[src/rtl/microseq_pkg.sv]
// Shared encodings for the microprogram sequencer.
// Optional wait timeout is enabled by defining MICROSEQ_WAIT_TIMEOUT_EN.
package microseq_pkg;

    localparam int MS_ADDR_W = 8;

    typedef enum logic [2:0] {
        NS_NEXT   = 3'b000,
        NS_JUMP   = 3'b001,
        NS_CJUMP  = 3'b010,
        NS_DECODE = 3'b011,
        NS_WAIT   = 3'b100,
        NS_CALL   = 3'b101,
        NS_RET    = 3'b110,
        NS_RST    = 3'b111
    } ns_sel_e;

    typedef enum logic [1:0] {
        CS_MOC  = 2'b00,
        CS_COND = 2'b01,
        CS_ONE  = 2'b10,
        CS_IRQ  = 2'b11
    } cond_sel_e;

endpackage

[src/rtl/microsequencer_ctrl_if.sv]
// Control-register fields, status inputs and sequencer outputs.
// wait_timeout exists only when MICROSEQ_WAIT_TIMEOUT_EN is defined.
interface microsequencer_ctrl_if
    import microseq_pkg::*;
#(
    parameter int ADDR_W = MS_ADDR_W
);
    logic [2:0]        ns_sel;
    logic [1:0]        cond_sel;
    logic              inv;
    logic [ADDR_W-1:0] cr_addr;
    logic [ADDR_W-1:0] dec_addr;
    logic              moc;
    logic              cond_true;
    logic              irq;
    logic [ADDR_W-1:0] state_addr;
    logic              cr_load;
    logic              stall;
    logic              stack_err;
`ifdef MICROSEQ_WAIT_TIMEOUT_EN
    logic              wait_timeout;
`endif

    modport master (
        output ns_sel, cond_sel, inv, cr_addr, dec_addr, moc, cond_true, irq,
`ifdef MICROSEQ_WAIT_TIMEOUT_EN
        input  wait_timeout,
`endif
        input  state_addr, cr_load, stall, stack_err
    );

    modport slave (
        input  ns_sel, cond_sel, inv, cr_addr, dec_addr, moc, cond_true, irq,
`ifdef MICROSEQ_WAIT_TIMEOUT_EN
        output wait_timeout,
`endif
        output state_addr, cr_load, stall, stack_err
    );

endinterface

[src/rtl/microseq_return_stack.sv]
// LIFO of return microaddresses; a push when full drops the oldest entry.
module microseq_return_stack #(
    parameter int ADDR_W      = 8,
    parameter int STACK_DEPTH = 2
) (
    input  logic              CLK,
    input  logic              RESET,
    input  logic              clear,
    input  logic              push,
    input  logic              pop,
    input  logic [ADDR_W-1:0] din,
    output logic [ADDR_W-1:0] dout,
    output logic              empty,
    output logic              full,
    output logic              err_pulse
);
    localparam int CNT_W = $clog2(STACK_DEPTH + 1);

    logic [ADDR_W-1:0] mem [STACK_DEPTH];
    logic [CNT_W-1:0]  count;

    assign empty     = (count == '0);
    assign full      = (count == CNT_W'(STACK_DEPTH));
    assign err_pulse = (push && full) || (pop && empty);

    // Entry count-1 is the top of stack.
    always_comb begin
        dout = '0;
        for (int i = 0; i < STACK_DEPTH; i++) begin
            if (CNT_W'(i + 1) == count) dout = mem[i];
        end
    end

    always_ff @(posedge CLK or negedge RESET) begin
        if (!RESET) begin
            count <= '0;
            for (int i = 0; i < STACK_DEPTH; i++) mem[i] <= '0;
        end else if (clear) begin
            count <= '0;
        end else if (push) begin
            if (full) begin
                for (int i = 0; i < STACK_DEPTH - 1; i++) mem[i] <= mem[i + 1];
                mem[STACK_DEPTH - 1] <= din;
            end else begin
                for (int i = 0; i < STACK_DEPTH; i++) begin
                    if (CNT_W'(i) == count) mem[i] <= din;
                end
                count <= count + 1'b1;
            end
        end else if (pop && !empty) begin
            count <= count - 1'b1;
        end
    end

endmodule

[src/rtl/microsequencer_ctrl.sv]
// Microprogram sequencer: next microaddress selection, return stack, WAIT stall.
// Define MICROSEQ_WAIT_TIMEOUT_EN to bound WAIT stalls and branch to FAULT_VEC.
module microsequencer_ctrl
    import microseq_pkg::*;
#(
    parameter int                ADDR_W      = MS_ADDR_W,
    parameter logic [ADDR_W-1:0] RESET_VEC   = '0,
    parameter int                STACK_DEPTH = 2
`ifdef MICROSEQ_WAIT_TIMEOUT_EN
    ,
    parameter int                WAIT_TIMEOUT = 255,
    parameter logic [ADDR_W-1:0] FAULT_VEC    = {ADDR_W{1'b1}}
`endif
) (
    input  logic                 CLK,
    input  logic                 RESET,
    microsequencer_ctrl_if.slave bus
);
    logic [ADDR_W-1:0] state_addr;
    logic [ADDR_W-1:0] next_addr;
    logic [ADDR_W-1:0] inc_addr;
    logic [ADDR_W-1:0] stk_dout;
    logic              first;
    logic              stack_err;
    logic              test;
    logic              sel;
    logic              raw_stall;
    logic              stall_int;
    logic              stk_push;
    logic              stk_pop;
    logic              stk_clear;
    logic              stk_empty;
    logic              stk_full;
    logic              stk_err_pulse;

`ifdef MICROSEQ_WAIT_TIMEOUT_EN
    localparam int WCNT_W = ($clog2(WAIT_TIMEOUT + 1) > 8) ? $clog2(WAIT_TIMEOUT + 1) : 8;
    logic [WCNT_W-1:0] wait_cnt;
    logic              timeout_hit;
    logic              wait_timeout;
`endif

    assign inc_addr = state_addr + 1'b1;

    always_comb begin
        case (cond_sel_e'(bus.cond_sel))
            CS_MOC:  sel = bus.moc;
            CS_COND: sel = bus.cond_true;
            CS_ONE:  sel = 1'b1;
            CS_IRQ:  sel = bus.irq;
            default: sel = 1'b1;
        endcase
        test      = sel ^ bus.inv;
        raw_stall = (ns_sel_e'(bus.ns_sel) == NS_WAIT) && !test;
`ifdef MICROSEQ_WAIT_TIMEOUT_EN
        timeout_hit = raw_stall && (wait_cnt == WCNT_W'(WAIT_TIMEOUT));
        stall_int   = raw_stall && !timeout_hit;
`else
        stall_int   = raw_stall;
`endif
    end

    always_comb begin
        next_addr = state_addr;
        stk_push  = 1'b0;
        stk_pop   = 1'b0;
        stk_clear = 1'b0;
        case (ns_sel_e'(bus.ns_sel))
            NS_NEXT:   next_addr = inc_addr;
            NS_JUMP:   next_addr = bus.cr_addr;
            NS_CJUMP:  next_addr = test ? bus.cr_addr : inc_addr;
            NS_DECODE: next_addr = bus.dec_addr;
            NS_WAIT:   next_addr = test ? inc_addr : state_addr;
            NS_CALL: begin
                stk_push  = 1'b1;
                next_addr = bus.cr_addr;
            end
            NS_RET: begin
                stk_pop   = 1'b1;
                next_addr = stk_empty ? RESET_VEC : stk_dout;
            end
            NS_RST: begin
                stk_clear = 1'b1;
                next_addr = RESET_VEC;
            end
            default: next_addr = state_addr;
        endcase
`ifdef MICROSEQ_WAIT_TIMEOUT_EN
        if (timeout_hit) next_addr = FAULT_VEC;
`endif
    end

    microseq_return_stack #(
        .ADDR_W      (ADDR_W),
        .STACK_DEPTH (STACK_DEPTH)
    ) u_stack (
        .CLK       (CLK),
        .RESET     (RESET),
        .clear     (stk_clear),
        .push      (stk_push),
        .pop       (stk_pop),
        .din       (inc_addr),
        .dout      (stk_dout),
        .empty     (stk_empty),
        .full      (stk_full),
        .err_pulse (stk_err_pulse)
    );

    // first masks cr_load while the control register still holds stale data.
    always_ff @(posedge CLK or negedge RESET) begin
        if (!RESET) begin
            state_addr <= RESET_VEC;
            first      <= 1'b1;
            stack_err  <= 1'b0;
        end else begin
            state_addr <= next_addr;
            first      <= 1'b0;
            if (stk_err_pulse) stack_err <= 1'b1;
        end
    end

`ifdef MICROSEQ_WAIT_TIMEOUT_EN
    always_ff @(posedge CLK or negedge RESET) begin
        if (!RESET) begin
            wait_cnt     <= '0;
            wait_timeout <= 1'b0;
        end else begin
            if (stall_int) wait_cnt <= wait_cnt + 1'b1;
            else           wait_cnt <= '0;
            if (timeout_hit) wait_timeout <= 1'b1;
        end
    end
    assign bus.wait_timeout = wait_timeout;
`endif

    assign bus.state_addr = state_addr;
    assign bus.stall      = stall_int;
    assign bus.cr_load    = !stall_int && !first;
    assign bus.stack_err  = stack_err;

    logic unused_full;
    assign unused_full = stk_full;

endmodule

[src/flat_wrapper.sv]
// flat-port wrapper written by rule: the top's interface ports become plain ports
module microsequencer_ctrl_flat import microseq_pkg::*;
#(
    parameter int                ADDR_W      = MS_ADDR_W,
    parameter logic [ADDR_W-1:0] RESET_VEC   = '0,
    parameter int                STACK_DEPTH = 2

)
  (CLK, RESET, bus_ns_sel, bus_cond_sel, bus_inv, bus_cr_addr, bus_dec_addr, bus_moc, bus_cond_true, bus_irq, bus_state_addr, bus_cr_load, bus_stall, bus_stack_err);
  microsequencer_ctrl_if #(.ADDR_W(ADDR_W)) bus_i ();
  input  logic CLK;
  input  logic RESET;
  input wire logic [$bits(bus_i.ns_sel)-1:0] bus_ns_sel;
  input wire logic [$bits(bus_i.cond_sel)-1:0] bus_cond_sel;
  input wire logic [$bits(bus_i.inv)-1:0] bus_inv;
  input wire logic [$bits(bus_i.cr_addr)-1:0] bus_cr_addr;
  input wire logic [$bits(bus_i.dec_addr)-1:0] bus_dec_addr;
  input wire logic [$bits(bus_i.moc)-1:0] bus_moc;
  input wire logic [$bits(bus_i.cond_true)-1:0] bus_cond_true;
  input wire logic [$bits(bus_i.irq)-1:0] bus_irq;
  output wire logic [$bits(bus_i.state_addr)-1:0] bus_state_addr;
  output wire logic [$bits(bus_i.cr_load)-1:0] bus_cr_load;
  output wire logic [$bits(bus_i.stall)-1:0] bus_stall;
  output wire logic [$bits(bus_i.stack_err)-1:0] bus_stack_err;
  assign bus_i.ns_sel = bus_ns_sel;
  assign bus_i.cond_sel = bus_cond_sel;
  assign bus_i.inv = bus_inv;
  assign bus_i.cr_addr = bus_cr_addr;
  assign bus_i.dec_addr = bus_dec_addr;
  assign bus_i.moc = bus_moc;
  assign bus_i.cond_true = bus_cond_true;
  assign bus_i.irq = bus_irq;
  assign bus_state_addr = bus_i.state_addr;
  assign bus_cr_load = bus_i.cr_load;
  assign bus_stall = bus_i.stall;
  assign bus_stack_err = bus_i.stack_err;
  microsequencer_ctrl #(.ADDR_W(ADDR_W), .RESET_VEC(RESET_VEC), .STACK_DEPTH(STACK_DEPTH)) u_core (.CLK(CLK), .RESET(RESET), .bus(bus_i));
endmodule
[config.mk]
export PLATFORM = sky130hd
export DESIGN_NAME = microsequencer_ctrl_flat
export DESIGN_NICKNAME = d
export VERILOG_FILES = /design/src/rtl/microseq_pkg.sv /design/src/rtl/microsequencer_ctrl_if.sv /design/src/rtl/microseq_return_stack.sv /design/src/rtl/microsequencer_ctrl.sv /design/src/flat_wrapper.sv
export SDC_FILE = /design/constraint.sdc
export NUM_CORES = 1
export LEC_CHECK = 0
export CORE_ASPECT_RATIO = 0.8
export CORE_MARGIN = 2
export CORE_UTILIZATION = 55
export DETAILED_ROUTE_END_ITERATION = 8
export PLACE_DENSITY = 0.85
export RECOVER_POWER = 25
export SLEW_MARGIN = 5
export SYNTH_ARGS = -nofsm -noshare
export SYNTH_HDL_FRONTEND = slang
export SYNTH_SLANG_ARGS = --single-unit
[constraint.sdc]
create_clock -name CLK -period 2.7 [get_ports CLK]
set_input_delay 0.54 -clock CLK [delete_from_list [all_inputs] [get_ports CLK]]
set_output_delay 0.54 -clock CLK [all_outputs]
set_load 0.03 [all_outputs]
Word level (Yosys, flattened, before mapping)
Cells that the tools add are included.
Widths: inputs -> output; s select.
{ "totals": {"ff_bits": 28, "in_bits": 27, "output_inout_bits": 11, "word_cells": 63} }
{ "classes": {"n_addsub": 3, "n_eq_ne": 15, "muxes": 17, "bitwise_logic": 2, "n_reduce_logical": 20} }
{ "ops": {"columns": ["cell", "n"], "rows": [
  ["$mux 8", 7],
  ["$pmux 8 s7", 1],
  ["$mux 16", 1],
  ["$eq 3x3->1 const B", 4],
  ["$add 8x1->8 const B", 1],
  ["$mux 2", 4],
  ["$eq 2x2->1 const B", 3],
  ["$eq 3x2->1 const B", 2],
  ["$reduce_and 3->1", 2],
  ["$logic_and 1x1->1", 5],
  ["$logic_not 1->1", 4],
  ["$logic_not 2->1", 2],
  ["$pmux 1 s4", 1],
  ["$reduce_bool 2->1", 2],
  ["$eq 3x1->1 const B", 1],
  ["$logic_not 3->1", 1],
  ["$mux 1", 3],
  ["$ne 3x2->1 const B", 1],
  ["$reduce_bool 3->1", 1],
  ["$add 2x1->2 const B", 1],
  ["$eq 1x2->1 const A", 1],
  ["$eq 2x1->1 const B", 1],
  ["$eq 2x2->1 const A", 1],
  ["$ne 2x1->1 const B", 1],
  ["6 further kinds", 6]
]} }

Logic depth before layout (Yosys ltp)
{ "logic_depth": {"depth_word": 7, "ltp_mapped": 8, "mapped_depth_nobuf": 7} }

By module
A second synthesis with hierarchy kept.
{ "hier_totals": {"cells_unflattened": 211, "hier_area_um2": 2010.7} }
{ "modules_own_cells": {"columns": ["mod", "instances", "cells_each", "area_per_inst_um2", "seq_area_each_um2"], "rows": [
  ["microsequencer_ctrl", 1, 136, 1028.5, 251.5],
  ["microseq_return_stack", 1, 75, 982.2, 450.4]
]} }

Worst setup path before layout
OpenSTA, ideal clock, no wires.
{ "synth_timing": {"path_type": "in2out", "startpoint": "input port bus_ns_sel[1]", "endpoint": "output port bus_cr_load", "t_arrival_ns": 1.793, "required_time_ns": 2.160, "setup_slack_ns": 0.367, "path_stages": 5, "n_path_buf": 1, "cell_sequence": "buf_2 > nor2_1 > nand2_1 > nor3_4 > nor2_1"} }
{ "synth_between": {"elab_chain_len": 4} }
{ "synth_lines": {"columns": ["item", "line", "rtl"], "rows": [
  ["from (decl)", "flat_wrapper.sv:13", "input wire logic [$bits(bus_i.ns_sel)-1:0] bus_ns_sel;"],
  ["$eq 3x3->1", "microsequencer_ctrl.sv:54", "raw_stall = (ns_sel_e'(bus.ns_sel) == NS_WAIT) && !test;"],
  ["$logic_and 1x1->1", "microsequencer_ctrl.sv:54", null],
  ["via bus_stall", "flat_wrapper.sv:23", "output wire logic [$bits(bus_i.stall)-1:0] bus_stall;"],
  ["$logic_not 1->1", "microsequencer_ctrl.sv:138", "assign bus.cr_load = !stall_int && !first;"],
  ["$logic_and 1x1->1", "microsequencer_ctrl.sv:138", null],
  ["to (decl)", "flat_wrapper.sv:22", "output wire logic [$bits(bus_i.cr_load)-1:0] bus_cr_load;"]
]} }
The timed path passes the listed nets, and every way through them passes these cells.

Final worst setup path
{ "layout_timing": {"startpoint": "input port bus_cond_sel[1]", "endpoint": "output port bus_cr_load"} }
{ "layout_between": {"elab_chain_len": 7, "elab_cells_between_ends": 10, "cone_classes": "eq/ne (3); mux (1); bitwise (1); reduce/logical (5)"} }
{ "layout_lines": {"columns": ["item", "line", "rtl"], "rows": [
  ["from (decl)", "flat_wrapper.sv:14", "input wire logic [$bits(bus_i.cond_sel)-1:0] bus_cond_sel;"],
  ["$eq 2x2->1, or another cell as far along", "microsequencer_ctrl.sv:46", "case (cond_sel_e'(bus.cond_sel))"],
  ["$pmux 1 s4 *", "microsequencer_ctrl.sv:46", null],
  ["$xor 1x1->1 *", "microsequencer_ctrl.sv:53", "test = sel ^ bus.inv;"],
  ["$logic_not 1->1 *", "microsequencer_ctrl.sv:54", null],
  ["$logic_and 1x1->1 *", "microsequencer_ctrl.sv:54", null],
  ["$logic_not 1->1 *", "microsequencer_ctrl.sv:138", null],
  ["$logic_and 1x1->1 *", "microsequencer_ctrl.sv:138", null]
]} }
Every way passes the cells marked *; elsewhere a longest branch is shown, timed or not.

==> flow_metrics.env <==
export IMPL_path_buf_inv=3
export IMPL_grt_overflow=0
export IMPL_postRouteAntennaNets=0
export IMPL_yosysSeqAreaShare_pct=39.0
export IMPL_initial_core_util_pct=57.9
export IMPL_p_leak_uw=0.000990
export IMPL_grt_pass1_wl_mm=7.11
export IMPL_cts_inserted_buffers=3
export IMPL_fin_cells=286
export IMPL_postLayoutCoreUtil_pct=75.5
export IMPL_clk_path_buf_depth=2
export IMPL_worst_setup_path_end_kind="output pin"
export IMPL_drive_gt1_share_pct=12.6
export IMPL_drt_iter0_drc=106
export IMPL_max_stage_delay_ps=450
export IMPL_syn_inst=200
export IMPL_cp_data_arrival_time_ps=2080
export IMPL_syn_avg_cell_area_um2=8.99
export IMPL_clk_insertion_delay_late_ps=280
export IMPL_path_cells="clkdlybuf4s50_1, mux2i_2, buf_4, a22o_4, nor3_4, nor2_1, buf_4"
export IMPL_powerDensity_mw_per_mm2=792
export IMPL_first_global_vias=1507
export IMPL_die_x_um=67.9
export IMPL_rsz0062_at_grt="no"
export IMPL_final_common_cell="clkdlybuf4s50_1"
export IMPL_place_inst=281
export IMPL_cts_tree="yes"
export IMPL_yosysWarnings=0
export IMPL_grt_max_degree=29
export IMPL_cpMaxStageDelayCell="clkdlybuf4s50_1"
export IMPL_h_tree_depth=1
export IMPL_die_h_um=55.1
export IMPL_nNetsFinal=278
export IMPL_cpMostUsedCell="buf_4"
export IMPL_die_area_mm2=0.00375
export IMPL_synthFlopType="dfrtp_1"
export IMPL_cp_start_kind="input pin"
export IMPL_n_antenna_cell=0
export IMPL_routed_wl_mm=4.42
export IMPL_avgViaCountPerCell=5.80
export IMPL_most_common_layout_cells="clkdlybuf4s50_1, dfrtp_1, nand2_1, o21ai_0, buf_4"
export IMPL_first_pass_iters=4
export IMPL_fmax_ghz=0.381
export IMPL_setup_tns_ps=0
export IMPL_fin_skew_ps=9.71
export IMPL_required_ps=2160
export IMPL_hold_path_class="reg2reg"
export IMPL_crit_type="in2out"
export IMPL_violations="max-capacitance violations, max-slew violations"
export IMPL_root_buffer="clkbuf_8"
export IMPL_vias=1660
export IMPL_cap_violations=1
export IMPL_crit_family="buffers and inverters"
export IMPL_whs_ps=473
export IMPL_cts_sinks=28
export IMPL_fin_ws_ps=77.7
export IMPL_wl_per_cell_um=15.4
export IMPL_switching_share_pct=37.7
export IMPL_fin_crit_ps=2620
export IMPL_synth_fp_nets=231
export IMPL_timing_slew_headroom_pct=-1.73
export IMPL_ys_ff_latch=28
export IMPL_clockPowerShare_pct=18.0
export IMPL_dp_hpwl_mm=3.37
export IMPL_num_rows=18
export IMPL_reg2reg_setup_slack_ps=570
export IMPL_ios=38
export IMPL_hold_viol=0
export IMPL_clkTransAtPathRegs_ps=100
export IMPL_slew_violations=29
export IMPL_grtUsageTotal_pct=26.2
export IMPL_setup_viol=0
export IMPL_synth_cell_types=43
export IMPL_peakVddDrop_mv=0.689
export IMPL_outcome="finished, violations left"
export IMPL_synth_area_mm2=0.00180
export IMPL_antenna_found_initial=0
export IMPL_gp_congestion=0.887
export IMPL_drc=0
export IMPL_pwr_share_comb_pct=45.0
export IMPL_area_growth_pct=30.5
export IMPL_portBuffers=37
export IMPL_p_sw_uw=701
export IMPL_core_area_mm2=0.00311
export IMPL_p_int_uw=1160
export IMPL_post_route_period_util_pct=97.1
export IMPL_pre_cts_ws_ps=46.1
export IMPL_synth_edff_count=0
export IMPL_cp_max_fo=7
export IMPL_worst_pin_slew_ps=1530
export IMPL_seqPwrFrac_pct=37.0
export IMPL_synthArstFlopShare_pct=100
worst reg2reg max path: stages, from the launching register on:
cell and delay, ps:
dfrtp_1 420, inv_1 120, ha_1 400, nor2b_1 170, a22o_1 230, a221o_1 360, a211oi_1 230, o32ai_1 110
area by class of cell:
type,instances,area (µm²)
clock inverter,1,30.0
clock buffer,3,41.3
sequential,28,702
fill,254,762
multi-input combinational,155,1030
inverter,9,33.8
timing repair buffer,50,459
tap,40,50.0
routing by layer:
metal / routed length, µm / track usage (%) / share of wire (%)
met1: 1960 / 35.5 / 44
met2: 2140 / 43.7 / 48
met3: 285 / 5.47 / 6.5
met4: 31 / 5.67 / 0.70
met5: 0 / 0 / 0
cells in the mapped netlist (4+ instances only):
cell / n / area (µm²)
a21oi_1: 12 / 60.1
nor2b_1: 5 / 31.3
ha_1: 4 / 50.1
xnor2_1: 4 / 35.0
xor2_1: 4 / 35.0
a221o_1: 4 / 40.0
dfrtp_1: 27 / 676
nor2_1: 7 / 26.3
o21ai_0: 25 / 125
nand2_1: 25 / 93.8
nand2b_1: 5 / 31.3
mux2i_1: 4 / 40.0
inv_1: 9 / 33.8
a221oi_1: 4 / 35.0
buf_2: 5 / 25.0
a22o_1: 6 / 52.6
o21a_1: 5 / 37.5
nand3_1: 4 / 20.0
logic make-up after synthesis:
group	synth area share, %
AO/OA/AOI/OAI	29.2
XOR/XNOR	3.90
adder cells (fa/ha/maj)	2.78
buffers and inverters	3.90
flip-flops	39.0
multiplexers	4.11
other	0.209
AND/OR/NAND/NOR	16.9
registers in the layout (all words and copies together), names as in the netlist:
| signal | cells |
|---|---|
| u_core.first | 1 |
| u_core.bus.stack_err | 1 |
| u_core.u_stack.count | 2 |
| u_core.bus.state_addr | 8 |
| u_core.u_stack.mem | 16 |
stage by stage:
stage / instance area [µm²] / total power, µW
after floorplan: 1800 / 1250
after global placement: 2270 / 1500
after detailed placement: 2270 / 1520
after CTS: 2340 / 1860
after global routing: 2350 / 1990
final: 2350 / 1860
timing repair:
item / in CTS / in global routing
setup buffers: 0 / 1
endpoints found under the setup margin: 0 / 2
gates resized for setup: 0 / 1
hold buffers: 0 / 0
worst paths after layout:
check | startpoint | end | cells after the start
max | bus_cond_sel[1] | bus_cr_load | 7
min | u_core.bus.stack_err | u_core.bus.stack_err | 1
max reg2reg | u_core.u_stack.count[0] | u_core.bus.state_addr[0] | 7
min reg2reg | u_core.bus.stack_err | u_core.bus.stack_err | 1
max in group asynchronous | RESET | u_core.u_stack.mem[9] | 2
min in group asynchronous | RESET | u_core.u_stack.mem[5] | 2
power by group through the flow:
stage               Sequential (µW)  Combinational [µW]  Clock, µW
CTS                             685                 833        338
global placement                688                 808          0
finish                          687                 835        335
floorplan                       721                 525          0
detailed placement              695                 827          0
global route                    707                 931        353
(Power assumes the default switching activity.)
